`config.mk`:
```
export PLATFORM = sky130hd
export DESIGN_NAME = vga_sync_transmitter
export DESIGN_NICKNAME = d
export VERILOG_FILES = /design/src/rtl/vga_sync_transmitter.sv
export SDC_FILE = /design/constraint.sdc
export NUM_CORES = 1
export LEC_CHECK = 0
export CAP_MARGIN = 30
export CORE_MARGIN = 2
export CORE_UTILIZATION = 50
export CTS_CLUSTER_SIZE = 20
export DETAILED_ROUTE_END_ITERATION = 7
export PLACE_DENSITY = 0.8
export SLEW_MARGIN = 20
export SYNTH_ARGS = -nofsm -noshare
export SYNTH_HDL_FRONTEND = slang
export SYNTH_SLANG_ARGS = --single-unit
```
`constraint.sdc`:
```
create_clock -name i_Clk -period 3.4 [get_ports i_Clk]
set_clock_uncertainty 0.1 [all_clocks]
set_input_delay 0.85 -clock i_Clk [delete_from_list [all_inputs] [get_ports i_Clk]]
set_output_delay 0.85 -clock i_Clk [all_outputs]
set_load 0.02 [all_outputs]
```
`src/rtl/vga_sync_transmitter.sv`:
```
// VGA raster timing generator and pin-side video blanking stage.
// Latency: counts registered; syncs and video reach the pins PIPE_DELAY+1 cycles after their counts.
// Backpressure: none; the raster free-runs while i_Enable=1, and i_Enable=0 holds it at (0,0) and idle.
//
// Ports:
//   i_Clk, i_Rst (async, active high), i_Enable
//   o_Col_Count / o_Row_Count : registered raster position handed to render logic
//   o_Active, o_Frame_Start   : visible-area flag and (0,0) strobe, aligned with the counts
//   i_*_Video                 : render colour, arriving PIPE_DELAY cycles after its counts
//   o_HSync / o_VSync         : active-low syncs to the pins
//   o_*_Video                 : colour to the pins, forced to 0 outside the visible area
module vga_sync_transmitter #(
    parameter int TOTAL_COLS    = 800,
    parameter int TOTAL_ROWS    = 525,
    parameter int ACTIVE_COLS   = 640,
    parameter int ACTIVE_ROWS   = 480,
    parameter int H_FRONT_PORCH = 16,
    parameter int H_SYNC_WIDTH  = 96,
    parameter int V_FRONT_PORCH = 10,
    parameter int V_SYNC_WIDTH  = 2,
    parameter int VIDEO_WIDTH   = 4,
    parameter int PIPE_DELAY    = 2
) (
    input  logic                   i_Clk,
    input  logic                   i_Rst,
    input  logic                   i_Enable,
    output logic [9:0]             o_Col_Count,
    output logic [9:0]             o_Row_Count,
    output logic                   o_Active,
    output logic                   o_Frame_Start,
    input  logic [VIDEO_WIDTH-1:0] i_Red_Video,
    input  logic [VIDEO_WIDTH-1:0] i_Grn_Video,
    input  logic [VIDEO_WIDTH-1:0] i_Blu_Video,
    output logic                   o_HSync,
    output logic                   o_VSync,
    output logic [VIDEO_WIDTH-1:0] o_Red_Video,
    output logic [VIDEO_WIDTH-1:0] o_Grn_Video,
    output logic [VIDEO_WIDTH-1:0] o_Blu_Video
);

    // Phase boundaries on each axis: first column/row of each phase.
    localparam logic [9:0] H_FRONT_START = 10'(ACTIVE_COLS);
    localparam logic [9:0] H_SYNC_START  = 10'(ACTIVE_COLS + H_FRONT_PORCH);
    localparam logic [9:0] H_BACK_START  = 10'(ACTIVE_COLS + H_FRONT_PORCH + H_SYNC_WIDTH);
    localparam logic [9:0] H_LAST        = 10'(TOTAL_COLS - 1);
    localparam logic [9:0] V_FRONT_START = 10'(ACTIVE_ROWS);
    localparam logic [9:0] V_SYNC_START  = 10'(ACTIVE_ROWS + V_FRONT_PORCH);
    localparam logic [9:0] V_BACK_START  = 10'(ACTIVE_ROWS + V_FRONT_PORCH + V_SYNC_WIDTH);
    localparam logic [9:0] V_LAST        = 10'(TOTAL_ROWS - 1);

    // A sync pulse that runs into or past the end of the line/frame would never
    // see its back porch, so refuse such a configuration outright.
    if ((ACTIVE_COLS + H_FRONT_PORCH + H_SYNC_WIDTH >= TOTAL_COLS) ||
        (ACTIVE_ROWS + V_FRONT_PORCH + V_SYNC_WIDTH >= TOTAL_ROWS) ||
        (PIPE_DELAY < 1)) begin : g_param_check
        $error("vga_sync_transmitter: active+front+sync must be < total on both axes, PIPE_DELAY >= 1");
    end

    typedef enum logic [1:0] {
        ST_ACTIVE,
        ST_FRONT,
        ST_SYNC,
        ST_BACK
    } phase_e;

    logic [9:0] col_q, col_d;
    logic [9:0] row_q, row_d;
    phase_e     h_state_q, v_state_q;
    logic       line_end;

    logic [PIPE_DELAY-1:0]  hs_pipe_q, vs_pipe_q, act_pipe_q;
    logic                   hs_in, vs_in, act_in;
    logic                   hsync_q, vsync_q;
    logic [VIDEO_WIDTH-1:0] red_q, grn_q, blu_q;

    // Phase transitions happen when the upcoming count lands on a boundary,
    // so the registered state always describes the registered count.
    function automatic phase_e next_phase(
        input logic [9:0] cnt,
        input logic [9:0] front_start,
        input logic [9:0] sync_start,
        input logic [9:0] back_start,
        input phase_e     cur
    );
        phase_e nxt;
        nxt = cur;
        if (cnt == 10'd0)             nxt = ST_ACTIVE;
        else if (cnt == front_start)  nxt = ST_FRONT;
        else if (cnt == sync_start)   nxt = ST_SYNC;
        else if (cnt == back_start)   nxt = ST_BACK;
        return nxt;
    endfunction

    assign line_end = (col_q == H_LAST);

    always_comb begin
        col_d = col_q;
        row_d = row_q;
        if (!i_Enable) begin
            col_d = 10'd0;
            row_d = 10'd0;
        end else if (line_end) begin
            col_d = 10'd0;
            row_d = (row_q == V_LAST) ? 10'd0 : row_q + 10'd1;
        end else begin
            col_d = col_q + 10'd1;
        end
    end

    always_ff @(posedge i_Clk or posedge i_Rst) begin
        if (i_Rst) begin
            col_q     <= 10'd0;
            row_q     <= 10'd0;
            h_state_q <= ST_ACTIVE;
            v_state_q <= ST_ACTIVE;
        end else begin
            col_q <= col_d;
            row_q <= row_d;
            if (!i_Enable) begin
                h_state_q <= ST_ACTIVE;
                v_state_q <= ST_ACTIVE;
            end else begin
                h_state_q <= next_phase(col_d, H_FRONT_START, H_SYNC_START, H_BACK_START, h_state_q);
                if (line_end) begin
                    v_state_q <= next_phase(row_d, V_FRONT_START, V_SYNC_START, V_BACK_START, v_state_q);
                end
            end
        end
    end

    // While disabled the counts may still show the pre-disable position for a
    // cycle, so idle values are fed into the delay line rather than decoded state.
    assign hs_in  = i_Enable ? (h_state_q != ST_SYNC) : 1'b1;
    assign vs_in  = i_Enable ? (v_state_q != ST_SYNC) : 1'b1;
    assign act_in = i_Enable && (h_state_q == ST_ACTIVE) && (v_state_q == ST_ACTIVE);

    always_ff @(posedge i_Clk or posedge i_Rst) begin
        if (i_Rst) begin
            hs_pipe_q  <= '1;
            vs_pipe_q  <= '1;
            act_pipe_q <= '0;
            hsync_q    <= 1'b1;
            vsync_q    <= 1'b1;
            red_q      <= '0;
            grn_q      <= '0;
            blu_q      <= '0;
        end else begin
            hs_pipe_q[0]  <= hs_in;
            vs_pipe_q[0]  <= vs_in;
            act_pipe_q[0] <= act_in;
            for (int i = 1; i < PIPE_DELAY; i++) begin
                hs_pipe_q[i]  <= hs_pipe_q[i-1];
                vs_pipe_q[i]  <= vs_pipe_q[i-1];
                act_pipe_q[i] <= act_pipe_q[i-1];
            end
            // Last stage lines up with the render colour for the same pixel.
            hsync_q <= hs_pipe_q[PIPE_DELAY-1];
            vsync_q <= vs_pipe_q[PIPE_DELAY-1];
            red_q   <= act_pipe_q[PIPE_DELAY-1] ? i_Red_Video : '0;
            grn_q   <= act_pipe_q[PIPE_DELAY-1] ? i_Grn_Video : '0;
            blu_q   <= act_pipe_q[PIPE_DELAY-1] ? i_Blu_Video : '0;
        end
    end

    assign o_Col_Count = col_q;
    assign o_Row_Count = row_q;
    // Gated so reset and disable read as idle even though the counts sit at (0,0).
    assign o_Active      = i_Enable && !i_Rst && (col_q < H_FRONT_START) && (row_q < V_FRONT_START);
    assign o_Frame_Start = i_Enable && !i_Rst && (col_q == 10'd0) && (row_q == 10'd0);
    assign o_HSync       = hsync_q;
    assign o_VSync       = vsync_q;
    assign o_Red_Video   = red_q;
    assign o_Grn_Video   = grn_q;
    assign o_Blu_Video   = blu_q;

endmodule
```
==> results.md <==
- Clock tree from TritonCTS: built
- Path type of the worst setup path: register to register
- Startpoint type of the worst setup path: register
- Relative slew slack: 63.77%
- WL per Instance: 15.68 um
- Share of flip-flops with an asynchronous set or reset: 100.0%
- Horizontal die dimension: 70.46 um
- Post_cts resized: 0
- Hold_buf cts: 0
- Syn Nets: 238
- Final slew viol count: 0
- Clock-pin transition on the worst setup and hold timing paths: 0.08 ns
- GR peak layer: met2
- Final setup violation count: 0
- Synthesized area per cell: 10.08 um^2
- Cells along the critical path: ha_1 -> and4_1 -> nand4_4 -> or3_4 -> a211oi_1 -> a221o_1 -> a311o_1 -> o311ai_1 -> o21a_1
- Detailed Place HPWL: 3.785 mm
- Largest net degree at the start of global routing: 33
- Number of clock sinks: 44
- Layout overhead on the synthesized area: 30.71%
- Cell accounting for the most synthesized area: sky130_fd_sc_hd__dfrtp_1
- Top-Level Pins: 51
- Layout Utilization: 67.22%
- Post-synth top area share: 43.06%
- Critical path buffer and inverter count: 0
- Global routing met2 resource utilization: 33.54%
- EDFF count, synth: 0
- GRT Total Usage: 22.03%
- Leading post-synthesis cells by cell area: sky130_fd_sc_hd__dfrtp_1 (43%), sky130_fd_sc_hd__dfstp_2 (7.1%), sky130_fd_sc_hd__nor2_1 (3.7%)
- Share of layout cells above drive strength 1: 9.890%
- Count of state elements after synthesis: 44
- Result of the run: complete, no violations
- Number of I/O port buffers: 50
- Initial DRC Count: 173
- WP depth: 9
- Most common cell in the synthesized netlist: sky130_fd_sc_hd__dfrtp_1
- Final global-route overflow total: 0
- Power Density: 358.5 nW/um^2
- Number of instances on the worst hold path: 0
- Core area: 4294 um^2
- Area taken by flip-flops and latches: 1109 um^2
- Data required time at the worst endpoint: 3.49 ns
- Cell variety after synth: 48
- Final critical path time including I/O delays and setup: 3.126 ns
- Portion of the post-synthesis area used by sequential elements: 50.20%
- Depth of the CTS H-tree: 2
- Antenna-violating nets left: 0
- Total area of multi-input combinational cells: 1008 um^2
- Clock latency at the later pin of the worst-skew pair: 0.29 ns
- Depth of the most critical reg-to-reg path: 9
- Post-CTS Setup Repair Bufs: 0
- Max capacitance violation total: 0
- RD Place Congestion: 0.9807
- Vias per std cell: 5.772
- Antenna cell count: 0
- Total number of vias: 1,876
- Number of buffers created by CTS: 5
- Leakage Power: 1.207 nW
- Post-route DRC: 0
- Main flop type after synthesis: sky130_fd_sc_hd__dfrtp_1
- Design Power: 0.001035 W
- Final net count: 291
- Via count of the first global-routing pass: 1,806
- Initial cell density of the core: 51.43%
- GR Layer Usage met1: 30.55%
- Number of optimization iterations in the first detailed-route pass: 4
- Synth cell count leaders: sky130_fd_sc_hd__dfrtp_1 (38), sky130_fd_sc_hd__nor2_1 (22), sky130_fd_sc_hd__nand3_1 (15)
- Post-placement cell count: 317
- Sum of routed wire length over all layers: 5.095 mm
- Clk buf depth: 2
- Antenna violations before repair: 0
- Max VDD drop: 0.1597 mV
- Number of cell rows: 24
- Slowest library cell on the worst path: sky130_fd_sc_hd__a211oi_1
- Number of filler cells placed in the layout: 323
- Total negative slack for setup checks: 0 ns
- Biggest fanout along the worst timing path: 6
- Highest clock rate: 0.3199 GHz
- Die Footprint: 4965 um^2
- Endpoint arrival time on the critical path: 3.21 ns
- Highest cell delay on the worst timing path: 0.51 ns
- Worst slew pin tran: 0.5402 ns
- Hold violation total from the final report: 0
- Endpoint type of the worst setup path: register
- Cell Area, Synth: 2208 um^2
- Post-route clock period utilization: 91.94%
- Family with the most delay on the worst path: compound AO/OA/AOI/OAI gates
- Non-filler instance count after layout: 325
- Count of mapped cells out of synthesis: 219
- Number of warnings printed during yosys synthesis: 0
- First-pass GRT wire length: 8.583 mm
- Root buffer cell: sky130_fd_sc_hd__clkbuf_8
- Overall die height: 70.46 um
- Met3 GRT Util: 5.772%
- Hold/Removal Path Class: register to register
- RSZ-0062 raised after global routing: no
## final timing paths
kind                                start             end  slack (ns)
setup / recovery           o_Col_Count[1]    v_state_q[0]        0.27
hold / removal               hs_pipe_q[0]    hs_pipe_q[1]        0.26
setup reg to reg           o_Col_Count[1]    v_state_q[0]        0.27
hold reg to reg              hs_pipe_q[0]    hs_pipe_q[1]        0.26
max in group asynchronous           i_Rst    hs_pipe_q[0]        1.78
min in group asynchronous           i_Rst  o_Row_Count[9]        0.82
## per-stage QoR
stage                     worst slack, ns  instance area (um^2)  hold slack, ns
after floorplan                    0.5503                  2208          0.2312
after global placement            0.07015                  2774          0.2344
after detailed placement          0.03794                  2774          0.2469
after CTS                         0.03372                  2882          0.2606
after global routing              0.03629                  2887          0.2631
final                              0.2741                  2887          0.2579
## routing by layer
layer  up-vias  part of all wire (%)
li1        892                     -
met1       891                    45
met2        87                    46
met3         6                   8.1
met4         0                  0.90
met5         -                     0
## worst reg2reg max path, cell delays in order (launching register included)
cell	delay (ns)
sky130_fd_sc_hd__dfrtp_1	0.46
sky130_fd_sc_hd__ha_1	0.33
sky130_fd_sc_hd__and4_1	0.38
sky130_fd_sc_hd__nand4_4	0.17
sky130_fd_sc_hd__or3_4	0.37
sky130_fd_sc_hd__a211oi_1	0.51
sky130_fd_sc_hd__a221o_1	0.30
sky130_fd_sc_hd__a311o_1	0.18
sky130_fd_sc_hd__o311ai_1	0.10
sky130_fd_sc_hd__o21a_1	0.12
## report_power, final
group / internal [W] / switching (W)
clock: 0.000218 / 0.000170
sequential: 0.000534 / 0.00000942
combinational: 0.0000525 / 0.0000504
## sequential cells by signal, summed over array words and instances, names as in the netlist
| signal | cells |
|---|---|
| o_Blu_Video | 4 |
| h_state_q | 2 |
| v_state_q | 2 |
| o_Col_Count | 10 |
| o_Red_Video | 4 |
| act_pipe_q | 2 |
| o_Row_Count | 10 |
| vs_pipe_q | 2 |
| o_VSync | 1 |
| hs_pipe_q | 2 |
| o_HSync | 1 |
| o_Grn_Video | 4 |
## cell families after synthesis
| group | synth area share (%) |
|---|---|
| flip-flops | 50.20 |
| multiplexers | 0.5099 |
| buffers and inverters | 4.136 |
| AND/OR/NAND/NOR | 27.93 |
| AO/OA/AOI/OAI | 10.60 |
| XOR/XNOR | 4.362 |
| adder cells (fa/ha/maj) | 2.266 |
## area by class of cell
type | instances | area share, %
clock buffers | 6 | 2.514
flip-flops and latches | 44 | 38.40
inverters | 11 | 1.430
repair buffers | 55 | 19.25
well taps | 52 | 2.254
multi-input cells | 155 | 34.94
clock inverters | 2 | 1.214
## placed cells by master, fill, tap and decap left out, types with 4 or more instances in the layout
cell type / instances
sky130_fd_sc_hd__inv_1: 11
sky130_fd_sc_hd__buf_4: 4
sky130_fd_sc_hd__nand4_1: 6
sky130_fd_sc_hd__nor2_1: 22
sky130_fd_sc_hd__xnor2_1: 6
sky130_fd_sc_hd__nor3_1: 8
sky130_fd_sc_hd__dfstp_2: 6
sky130_fd_sc_hd__xor2_1: 5
sky130_fd_sc_hd__a21oi_1: 9
sky130_fd_sc_hd__nand2_1: 8
sky130_fd_sc_hd__clkbuf_8: 5
sky130_fd_sc_hd__clkdlybuf4s50_1: 48
sky130_fd_sc_hd__and2_1: 13
sky130_fd_sc_hd__nor4_1: 5
sky130_fd_sc_hd__and3_1: 8
sky130_fd_sc_hd__ha_1: 4
sky130_fd_sc_hd__dfrtp_1: 38
sky130_fd_sc_hd__nand3_1: 15
sky130_fd_sc_hd__o21ai_0: 8
(Power assumes the default switching activity.)
==> edit 1: new RTL, config.mk and constraints unchanged <==
The 4 values of `phase_e` get a Gray code encoding in 2 bits.
--- a/src/rtl/vga_sync_transmitter.sv
+++ b/src/rtl/vga_sync_transmitter.sv
@@ -57,10 +57,10 @@
     end
 
     typedef enum logic [1:0] {
-        ST_ACTIVE,
-        ST_FRONT,
-        ST_SYNC,
-        ST_BACK
+        ST_ACTIVE = 2'b00,
+        ST_FRONT  = 2'b01,
+        ST_SYNC   = 2'b11,
+        ST_BACK   = 2'b10
     } phase_e;
 
     logic [9:0] col_q, col_d;
Formal check against the unedited RTL: same outputs for any inputs over 10 cycles, from zero or initial values and one cycle with i_Rst high; not proved beyond that.
==> edit 1 against the unedited design <==
- count of clock-buffer cells in the layout stayed put
- final area increased by 1.2%
- critical path depth down 4
- wire length is 4.8% higher
- synthesized area increased by 1.4%
- total power increased by 3.2%
- via count is 3.5% higher
- sequential cell count unchanged
- setup slack worse by 0.024 ns
- global-route usage rose by 1.1 points
- sequential share of layout area down 0.46 points
==> edit 1: results (changes against the unedited design) <==
** Status
- Result of the run :: complete, no violations

** Place
- Placed insts :: 324 (+2.2%)
- Placer Congestion :: 0.887 (-9.6%)
- Cell area reported after detailed placement :: 2800 sq um (+1.0%)
- The final HPWL from detailed placement came to 3900 um (+2.9%).
- The worst setup slack after placement is -0.0109 ns (-0.0488 ns).

** Worst setup path
- Crit Path Max Fanout :: 2 (-4)
- The worst setup path is captured at an output pin.
- Signal arrival time at the worst endpoint :: 2.20 ns (-1.01 ns)
- The peak per-stage delay on the critical path is 0.49 ns (-0.02 ns).

** Pwr
- Portion of total power attributed to sequential cells :: 0.510 (-0.016)
- Portion of total power attributed to the clock network :: 0.391 (+0.016)
- Maximum ir drop on the vdd rail :: 0.181 mV (+14%)
- The internal power consumption was 827 uW (+2.8%).
- The cell leakage power came to 1.21 nW (about the same).

** Yosys
- Synth cell types :: 51 (+6.3%)
- In the post-synthesis netlist, the biggest area contributors are sky130_fd_sc_hd__dfrtp_1 (42%), sky130_fd_sc_hd__dfstp_2 (7.0%), sky130_fd_sc_hd__nor2_1 (3.7%).
- Cells after Synth :: 224 (+2.3%)
- Post-synthesis xor/xnor area fraction :: 0.0547 (+0.0111)
- Sequential cell area fraction in the yosys report :: 0.495 (-0.00701)
- Fraction of the mapped netlist area in compound gates :: 0.108 (+0.00187)
- The adder-cell share of the synthesized area was 0.0223 (-0.000317).
- Portion of netlist area occupied by mux cells :: 0.00447 (-0.000630)
- Most used standard cells in the synthesized netlist :: sky130_fd_sc_hd__dfrtp_1 (38), sky130_fd_sc_hd__nor2_1 (22), sky130_fd_sc_hd__and2_1 (13)
- The synthesized netlist net count was 243 (+2.1%).

** Global routing
- The overall global routing resource usage is 0.232 (+0.0113).
- The via count of the first global-routing pass came to 1877 (+3.9%).
- The wire length of the first global-routing pass is 9250 um (+7.8%).
- Maximum number of pins on one net before global-route repair :: 45 (+36%)

** Detailed routing
- Initial DRC count :: 79 (-54%)
- The routed wire length came to 5340 um (+4.8%).
- The number of vias per cell is 5.85 (+1.3%).

** Timing
- Worst slew margin :: 0.540 (-0.0976)

** Layout
- The total number of nets in the final design was 298 (+2.4%).
- The share of cells above drive strength 1 came to 0.114 (+0.0154).

** Clocking
- The number of instances resized during post-cts repair is 2 (+2).
## edit 1: kinds of logic (layout without fill, tap and decap cells)
logic type | Yosys count | in the layout
adders and majority gates | 4 | 4
and+or+nand+nor | 106 | 106
DFF | 44 | 44
muxes | 1 | 1
AOI/OAI and AO/OA | 35 | 35
buffers and inverters | 20 | 76
xor gates and xnor gates | 14 | 14
## edit 1: worst register-to-register path: cells and delay by family (launching register included)
kind | cells | cell delay, ns
AND/OR/NAND/NOR | 3 | 1.18
flip-flops | 1 | 0.47
AO/OA/AOI/OAI | 3 | 0.47
adder cells (fa/ha/maj) | 1 | 0.39
XOR/XNOR | 1 | 0.28
## edit 1: cell type report
type | instances | area (sq um)
Clock buffer | 6 | 82.6
Clock inverter | 2 | 38.8
Fill cell | 333 | 1400
Inverter | 11 | 41.3
Multi-Input combinational cell | 160 | 1030
Sequential cell | 44 | 1110
Tap cell | 52 | 65.1
Timing Repair Buffer | 57 | 551
## edit 1: layer usage
layer / global-route usage / vias to the layer above / wire [um]
met5: 0 / - / 0
met2: 0.347 / 99 / 2450
met4: 0.0713 / 0 / 74
li1: - / 919 / -
met3: 0.0584 / 6 / 454
met1: 0.334 / 918 / 2360
## edit 1: worst paths after layout
path	startpoint	to	slack [ns]	cells after the start
max	i_Enable	o_Active	0.25	5
min	act_pipe_q[0]$_DFF_PP0_	act_pipe_q[1]$_DFF_PP0_	0.26	0
max reg2reg	o_Col_Count[0]$_DFF_PP0_	v_state_q[1]$_DFFE_PP0P_	0.39	8
min reg2reg	act_pipe_q[0]$_DFF_PP0_	act_pipe_q[1]$_DFF_PP0_	0.26	0
max in group asynchronous	i_Rst	o_HSync$_DFF_PP1_	1.90	3
min in group asynchronous	i_Rst	o_Row_Count[3]$_DFF_PP0_	0.92	3
==> edit 2: new RTL, config.mk and constraints unchanged <==
Without the edit above. `VIDEO_WIDTH`: 4 -> 6.
--- a/src/rtl/vga_sync_transmitter.sv
+++ b/src/rtl/vga_sync_transmitter.sv
@@ -18,7 +18,7 @@
     parameter int H_SYNC_WIDTH  = 96,
     parameter int V_FRONT_PORCH = 10,
     parameter int V_SYNC_WIDTH  = 2,
-    parameter int VIDEO_WIDTH   = 4,
+    parameter int VIDEO_WIDTH   = 6,
     parameter int PIPE_DELAY    = 2
 ) (
     input  logic                   i_Clk,
Interface: changed (6 resized); port bits go from 51 to 63. The function was not compared with the original's and may differ.
==> edit 2 against the unedited design <==
- setup slack worse by 0.17 ns
- register-to-register slack better by 0.33 ns
- non-clock buffer count up 13
- largest power group unchanged
- wire length up 7.3%
- synthesized area up 15%
- sequential power up 14%
- global-route usage down 1.7 points
- highest routed layer unchanged
- sequential cell count up 6
- final area up 16%
- total power up 5.1%
- clock power down 12%
==> edit 2: results (changes against the unedited design) <==
** Global routing
- The wire length of the first global-routing pass came to 8850 um (+3.1%).
- The via count of the first global-routing pass was 1915 (+6.0%).
- The pin count of the biggest net entering global routing came to 44 (+33%).
- The initial antenna violation count was 0 (unchanged).
- Aggregate global-route resource usage :: 0.203 (-0.0168)

** Clocking
- Clock-pin slew of the registers on the worst-case setup and hold paths :: 0.08 ns (about the same)
- CTS H-Tree Depth :: 2 (unchanged)
- The tree is rooted in a sky130_fd_sc_hd__clkbuf_8.
- At the later pin of the worst-skew pair, clock insertion delay measures 0.30 ns.
- Post-CTS setup buffer count :: 0 (unchanged)
- The maximum count of clock buffers along a single path was 2 (unchanged).
- Cts bufs inserted :: 5 (unchanged)

** Worst setup path
- Crit-path max cell delay :: 0.59 ns (+0.08 ns)
- Top Family by Delay on Critical Path :: buffers and inverters
- Signal arrival time at the worst endpoint :: 2.34 ns (-0.87 ns)
- The maximum fanout along the worst path is 2 (-4).
- Slowest stage cell on the critical path :: sky130_fd_sc_hd__clkdlybuf4s50_1

** Yosys
- Most used standard cells in the synthesized netlist :: sky130_fd_sc_hd__dfrtp_1 (44), sky130_fd_sc_hd__nor2_1 (23), sky130_fd_sc_hd__and2_1 (19)
- Synth cell types :: 55 (+15%)
- Sorting the synthesized cells by area gives the leading types as sky130_fd_sc_hd__dfrtp_1 (43%), sky130_fd_sc_hd__dfstp_2 (6.2%), sky130_fd_sc_hd__and2_1 (4.7%).
- Post-Syn Nets :: 269 (+13%)
- Cells after Synth :: 244 (+11%)
- Sequential cell area fraction in the yosys report :: 0.495 (-0.00690)
- The count of synthesis-stage warnings from yosys was 0 (unchanged).
- Fraction of registers with async set/reset :: 1.00 (unchanged)

** Detailed routing
- Number of detailed-routing iterations run before antenna repair :: 4 (unchanged)
- Overall via count from detail_route :: 2051 (+9.3%)
- Initial DRC count :: 137 (-21%)
- The routed wire length is 5470 um (+7.3%).

** Status
- Result of the run :: complete, no violations

** Pwr
- Cell leakage power :: 1.40 nW (+16%)
- The maximum VDD drop came to 0.217 mV (+36%).

** Layout
- Net total in the final layout :: 333 (+14%)
- The antenna diode count was 0 (unchanged).
- The count of placed standard cells in the final layout, fillers left out was 376 (+16%).
- The filler cell count is 381 (+18%).
- Share of cells above drive strength 1 :: 0.123 (+0.0241)

** Place
- Pre-CTS worst setup slack :: 0.0740 ns (+0.0361 ns)
- Placed insts :: 367 (+16%)
- Placer Congestion :: 0.882 (-10%)
- The final HPWL from detailed placement was 3960 um (+4.7%).
- The number of port buffers was 62 (+24%).

** Hold path
- Class of the worst hold path :: reg2reg

** Timing
- Worst slew margin :: 0.653 (+0.0149)
==> edit 2: logic make-up (layout without fill, tap and decap cells) <==
kind of cell | count (synthesis) | after routing | synth area share
adders and majority gates | 4 | 4 | 0.0197
xor gates and xnor gates | 15 | 15 | 0.0517
DFF | 50 | 50 | 0.495
AOI/OAI and AO/OA | 31 | 31 | 0.0979
muxes | 3 | 3 | 0.0118
buffers and inverters | 22 | 87 | 0.0423
and+or+nand+nor | 119 | 119 | 0.281
==> edit 2: per-layer routing <==
layer,vias up,part of all wire,GRT usage
met5,-,0,0
met4,0,0.017,0.0721
met3,9,0.053,0.0423
met2,66,0.49,0.321
met1,990,0.43,0.281
li1,986,-,-
==> edit 2: area by class of cell <==
cell class                 instances  area, sq um  area share
clock buffer                       6         72.6      0.0218
timing repair buffer              68          688       0.206
multi-input combinational        172         1180       0.353
tap                               67         83.8      0.0251
inverter                          11         41.3      0.0124
sequential                        50         1260       0.377
clock inverter                     2         13.8     0.00413
==> edit 2: path summary, 6_finish.rpt <==
path | cells after the start | slack [ns] | startpoint | to
max | 4 | 0.11 | i_Enable | o_Active
min | 0 | 0.25 | act_pipe_q[0]$_DFF_PP0_ | act_pipe_q[1]$_DFF_PP0_
max reg2reg | 8 | 0.60 | o_Col_Count[0]$_DFF_PP0_ | v_state_q[0]$_DFFE_PP0P_
min reg2reg | 0 | 0.25 | act_pipe_q[0]$_DFF_PP0_ | act_pipe_q[1]$_DFF_PP0_
max in group asynchronous | 4 | 1.76 | i_Rst | o_Blu_Video[0]$_DFF_PP0_
min in group asynchronous | 2 | 0.80 | i_Rst | o_Col_Count[1]$_DFF_PP0_
==> edit 2: worst reg2reg max path, stage by stage, from the launching register on <==
cell,delay [ns]
sky130_fd_sc_hd__dfrtp_1,0.46
sky130_fd_sc_hd__ha_1,0.30
sky130_fd_sc_hd__nand4_4,0.23
sky130_fd_sc_hd__or4_4,0.60
sky130_fd_sc_hd__mux2i_1,0.13
sky130_fd_sc_hd__a311o_2,0.39
sky130_fd_sc_hd__a32o_1,0.22
sky130_fd_sc_hd__a31oi_1,0.18
sky130_fd_sc_hd__a211oi_1,0.07
==> edit 2: repair_timing <==
item	in CTS	in global routing
resized for setup	0	1
setup endpoints to repair	0	1
hold buffers	0	0
==> edit 2: power breakdown <==
group | switching (mW) | internal (mW)
Combinational | 0.0598 | 0.0656
Clock | 0.195 | 0.147
Sequential | 0.0109 | 0.609
==> edit 2: per-stage QoR <==
step | cell area [sq um] | utilization
2_1_floorplan | 2540 | -
3_3_place_gp | 3220 | 0.668
3_5_place_dp | 3220 | 0.668
4_1_cts | 3300 | 0.686
5_1_grt | 3330 | 0.692
6_report | 3330 | 0.692
